File: config.mk
export PLATFORM = sky130hd
export DESIGN_NAME = load_store_unit
export DESIGN_NICKNAME = d
export VERILOG_FILES = /design/src/rtl/lsu_pkg.sv /design/src/rtl/lsu_byte_lane.sv /design/src/rtl/load_store_unit.sv
export SDC_FILE = /design/constraint.sdc
export NUM_CORES = 1
export LEC_CHECK = 0
export ABC_CLOCK_PERIOD_IN_PS = 1900
export CAP_MARGIN = 20
export CELL_PAD_IN_SITES_DETAIL_PLACEMENT = 1
export CELL_PAD_IN_SITES_GLOBAL_PLACEMENT = 2
export CORE_ASPECT_RATIO = 1.25
export CORE_MARGIN = 3
export CORE_UTILIZATION = 27
export DETAILED_ROUTE_END_ITERATION = 10
export PLACE_DENSITY_LB_ADDON = 0.1
export SLEW_MARGIN = 15
export SYNTH_ARGS = -nofsm -noshare
export SYNTH_HDL_FRONTEND = slang
export SYNTH_HIERARCHICAL = 1
export SYNTH_SLANG_ARGS = --single-unit
File: constraint.sdc
create_clock -name clk -period 1.9 [get_ports clk]
set_input_delay 0.19 -clock clk [delete_from_list [all_inputs] [get_ports clk]]
set_output_delay 0.19 -clock clk [all_outputs]
set_load 0.02 [all_outputs]
File: src/rtl/lsu_pkg.sv
// Shared types and constants for the load/store unit.
package lsu_pkg;

    localparam int WORD_W = 16;
    localparam int BYTE_W = 8;

    localparam logic LANE_LO = 1'b0;
    localparam logic LANE_HI = 1'b1;

    typedef enum logic [1:0] {
        IDLE   = 2'd0,
        ACCESS = 2'd1,
        WRITE  = 2'd2,
        RESP   = 2'd3
    } state_t;

endpackage

File: src/rtl/lsu_byte_lane.sv
// Byte-lane formatting: lane select plus sign/zero extension for loads,
// and lane merge of a store byte into a read word.
import lsu_pkg::*;

module lsu_byte_lane (
    input  logic [WORD_W-1:0] rdata,
    input  logic              lane,
    input  logic              byte_access,
    input  logic              is_signed,
    input  logic [BYTE_W-1:0] wbyte,
    output logic [WORD_W-1:0] load_data,
    output logic [WORD_W-1:0] merge_data
);

    logic [BYTE_W-1:0] sel;
    logic              ext;

    always_comb begin
        sel = (lane == LANE_HI) ? rdata[WORD_W-1:BYTE_W] : rdata[BYTE_W-1:0];
        ext = is_signed & sel[BYTE_W-1];
        load_data = byte_access ? {{(WORD_W-BYTE_W){ext}}, sel} : rdata;
        merge_data = (lane == LANE_HI) ? {wbyte, rdata[BYTE_W-1:0]}
                                       : {rdata[WORD_W-1:BYTE_W], wbyte};
    end

endmodule

File: src/rtl/load_store_unit.sv
// Word-wide data memory initiator: byte-addressed loads/stores over valid/ready,
// byte stores done as read-modify-write on a memory without byte enables.
import lsu_pkg::*;

module load_store_unit #(
    parameter int mem_size = 32
) (
    input  logic              clk,
    input  logic              rst,
    input  logic              req_valid,
    output logic              req_ready,
    input  logic              req_we,
    input  logic              req_byte,
    input  logic              req_signed,
    input  logic [15:0]       req_addr,
    input  logic [WORD_W-1:0] req_wdata,
    output logic              rsp_valid,
    output logic [WORD_W-1:0] rsp_rdata,
    output logic              rsp_err,
    output logic [15:0]       mem_address,
    output logic [WORD_W-1:0] mem_wdata,
    output logic              mem_wr,
    input  logic [WORD_W-1:0] mem_rdata
);

    // Handshake: a request transfers on a rising edge where req_valid && req_ready;
    // req_ready is high only in IDLE. rsp_valid is a single-cycle pulse with no backpressure.
    localparam logic [14:0] INDEX_LIMIT = 15'(mem_size);

    state_t            state, state_next;
    logic              we_q, byte_q, signed_q, lane_q, err_q;
    logic [14:0]       index_q;
    logic [WORD_W-1:0] wdata_q, merge_q, rdata_q;
    logic [WORD_W-1:0] load_data, merge_data;
    logic              req_bad, wr;

    assign req_bad = (!req_byte && req_addr[0]) || (req_addr[15:1] >= INDEX_LIMIT);

    lsu_byte_lane u_byte_lane (
        .rdata       (mem_rdata),
        .lane        (lane_q),
        .byte_access (byte_q),
        .is_signed   (signed_q),
        .wbyte       (wdata_q[BYTE_W-1:0]),
        .load_data   (load_data),
        .merge_data  (merge_data)
    );

    always_ff @(posedge clk) begin
        if (rst) begin
            state    <= IDLE;
            we_q     <= 1'b0;
            byte_q   <= 1'b0;
            signed_q <= 1'b0;
            lane_q   <= LANE_LO;
            err_q    <= 1'b0;
            index_q  <= '0;
            wdata_q  <= '0;
            merge_q  <= '0;
            rdata_q  <= '0;
        end else begin
            state <= state_next;
            case (state)
                IDLE: begin
                    if (req_valid) begin
                        we_q     <= req_we;
                        byte_q   <= req_byte;
                        signed_q <= req_signed;
                        lane_q   <= req_addr[0];
                        index_q  <= req_addr[15:1];
                        wdata_q  <= req_wdata;
                        err_q    <= req_bad;
                        // Errors respond next cycle, so their (zero) data is captured now.
                        if (req_bad) rdata_q <= '0;
                    end
                end
                ACCESS: begin
                    if (!we_q)       rdata_q <= load_data;
                    else if (!byte_q) rdata_q <= '0;
                    else             merge_q <= merge_data;
                end
                WRITE:   rdata_q <= '0;
                default: ;
            endcase
        end
    end

    always_comb begin
        state_next  = state;
        req_ready   = 1'b0;
        mem_address = '0;
        mem_wdata   = '0;
        wr          = 1'b0;
        rsp_valid   = 1'b0;
        case (state)
            IDLE: begin
                req_ready = 1'b1;
                if (req_valid) state_next = req_bad ? RESP : ACCESS;
            end
            ACCESS: begin
                mem_address = {1'b0, index_q};
                if (we_q && !byte_q) begin
                    wr         = 1'b1;
                    mem_wdata  = wdata_q;
                    state_next = RESP;
                end else if (we_q) begin
                    state_next = WRITE;
                end else begin
                    state_next = RESP;
                end
            end
            WRITE: begin
                mem_address = {1'b0, index_q};
                mem_wdata   = merge_q;
                wr          = 1'b1;
                state_next  = RESP;
            end
            RESP: begin
                rsp_valid  = !rst;
                state_next = IDLE;
            end
            default: state_next = IDLE;
        endcase
    end

    assign mem_wr    = wr && !rst;
    assign rsp_err   = rsp_valid && err_q;
    assign rsp_rdata = rdata_q;

endmodule

==> results.txt <==
Hold/Removal Path Class = input pin to flip-flop
# setup viols final = 0
placer congestion estimate = 0.703
Crit. End Element = primary output
crit-path leading delay family = buffers and inverters
sequential share of the synthesized area = 39.5%
vias in the first global route = 3505
CTS Buffer Depth = 2
Syn Inst Count = 438
startpoint types = flip-flop
first-pass GRT wire length = 18.4 mm
Synth top area share = 39.5%
Static Leak = 2.05 nW
Die Ht = 134 um
Tot Pwr = 6.08 mW
P&R area growth vs syn = 48.8%
Reg clk slew, reported paths = 50 ps
maximum vdd drop = 530 uV
I/O pins = 106
number of buffers and inverters on the critical path = 3
DIE AREA = 0.0145 mm^2
number of port buffers = 104
fin nets = 604
Synth cell types = 38
proportion of layout cells with a drive suffix above 1 = 22.7%
RSZ-0062 raised after global routing = true
DRT iter0 DRCs = 92
Yosys warnings = 6
gr ovfl total = 0
CP Class = flip-flop to primary output
Worst Path Max Fanout = 8
status = finished clean
syn nets = 496
vias = 3334
Post-synth ARST share = 0%
GRT Overall Usage = 16.2%
core area = 0.0128 mm^2
Synth Flop Type = dfxtp_1
CTS tree = built
flop and latch count out of synthesis = 70
Routed Antenna Nets = 0
fmax = 535 MHz
Clock Skew = 4.40 ps
worst-skew pair later-pin latency = 330 ps
final wirelength = 11.9 mm
leading area contributor after synthesis = dfxtp_1
Post-synth top cells = nand2_1, dfxtp_1, a21oi_1, clkbuf_1, nor2b_1
Tcrit/Tclk final = 98.5%
average size of a mapped cell = 8.09 um^2
Area contributors post-synth = dfxtp_1, nand2_1, a21oi_1
max_slew headroom = 57.7%
DRT Pass-1 Iters = 4
final non-filler cell total = 719
number of core rows = 46
count leader, synth = nand2_1
clock sinks = 70
power per cell area = 1150 mW/mm^2
clock period minus worst slack = 1870 ps
CP cell instances = inv_2 > ha_4 > nand2_2 > nor2_4 > clkbuf_16 > a22oi_1 > nor2b_2 > buf_6
Hold-fix buffers, CTS = 0
number of synthesized flops with an enable pin = 0
antenna violations before repair = 0
starting density of the core = 27.7%
htree depth = 3
Clock Root Buffer = clkbuf_16
diode count = 0
Num CTS Buffers = 9
maximum number of pins on one net before global-route repair = 38
wire length per cell after detailed routing = 16.5 um
Fin. Hold Viols = 0
DIE WIDTH = 108 um
Req. time, crit path = 1710 ps
Final HPWL DP = 8.24 mm
number of max-cap violations = 0
Final Max Slew Viols = 0
synthesized area = 0.00354 mm^2
DP Cell Count = 698
# DRC = 0
slowest CP cell = dfxtp_2
Worst path max stage delay = 320 ps
vias per cell = 4.64
worst slew pin tran = 634 ps
CP Data Arrival Time = 1680 ps
-- per-stage QoR --
step	area (um^2)	util, %	TNS [ps]	setup WS [ps]	hold slack [ps]
after CTS	5150	40.3	-229	-45.6	166
final	5270	41.3	0	29.1	182
after floorplan	3540	-	0	120	326
after detailed placement	4840	37.9	-1510	-97.7	443
after global routing	5270	41.3	-560	-78.4	204
after global placement	4840	37.9	-904	-60.4	440
-- final timing paths --
check / startpoint / slack [ps] / cells after the start / to
max reg2reg: state[1]$_SDFFE_PP0N_ / 130 / 8 / rsp_rdata[2]$_SDFFE_PP0P_
max: state[1]$_SDFFE_PP0N_ / 30 / 8 / mem_wdata[11]
min reg2reg: index_q[9]$_SDFFE_PP0P_ / 450 / 2 / index_q[9]$_SDFFE_PP0P_
min: rst / 180 / 2 / err_q$_SDFFE_PP0P_
-- area by class of cell --
cell class	instances	area (um^2)
multi-input combinational	324	2060
tap	168	210
clock inverter	3	17.5
sequential	70	1410
clock buffer	13	270
timing repair buffer	129	1270
inverter	12	45.0
fill	1540	7500
-- placed cells by master, fill, tap and decap left out, types with 3 or more instances in the layout --
| cell type | instances |
|---|---|
| and2_1 | 17 |
| mux2_4 | 9 |
| dfxtp_2 | 3 |
| nor2b_2 | 9 |
| nand2_1 | 128 |
| buf_4 | 23 |
| mux2i_1 | 17 |
| nor2b_1 | 7 |
| mux2_2 | 6 |
| clkbuf_16 | 12 |
| clkdlybuf4s50_1 | 69 |
| clkbuf_8 | 3 |
| inv_1 | 11 |
| buf_2 | 17 |
| a22oi_2 | 9 |
| buf_12 | 5 |
| dfxtp_1 | 67 |
| buf_6 | 9 |
| o21ai_0 | 8 |
| nand2b_1 | 17 |
| a21oi_1 | 53 |
| a22oi_1 | 7 |
| o22ai_1 | 7 |
-- metal layers --
layer / vias to the layer above / part of all wire [%] / track usage (%)
met3: 10 / 4.9 / 3.23
met2: 80 / 48 / 26.9
met4: 0 / 1.4 / 5.68
met5: - / 0 / 0
li1: 1667 / - / -
met1: 1577 / 45 / 20.7
-- cell families (layout without fill, tap and decap cells) --
kind of cell             Yosys count  in the layout  share of synthesized area [%]
flip-flops                        70             70                           39.5
adder cells (fa/ha/maj)            4              4                           1.41
AND/OR/NAND/NOR                  192            192                           25.9
AO/OA/AOI/OAI                     94             94                           16.0
other                              1              1                          0.106
buffers and inverters             44            157                           5.86
multiplexers                      33             33                           11.2
-- power breakdown --
part	internal [mW]	switching [mW]	total, mW
logic	1.30	1.31	2.61
clock network	0.988	0.650	1.64
registers	1.68	0.153	1.83
total	3.96	2.11	6.08
-- sequential cells by signal, summed over array words and instances (netlist names) --
register	cells
byte_q	1
err_q	1
index_q	15
lane_q	1
merge_q	16
rsp_rdata	16
signed_q	1
state	2
wdata_q	16
we_q	1
-- timing repair --
action | 4_1_cts | 5_1_grt
gates cloned | 1 | 3
setup endpoints to repair | 35 | 47
setup buffers | 0 | 1
pin swaps | 0 | 1
gates resized for setup | 138 | 54
Power figures use the tool's default switching activity.
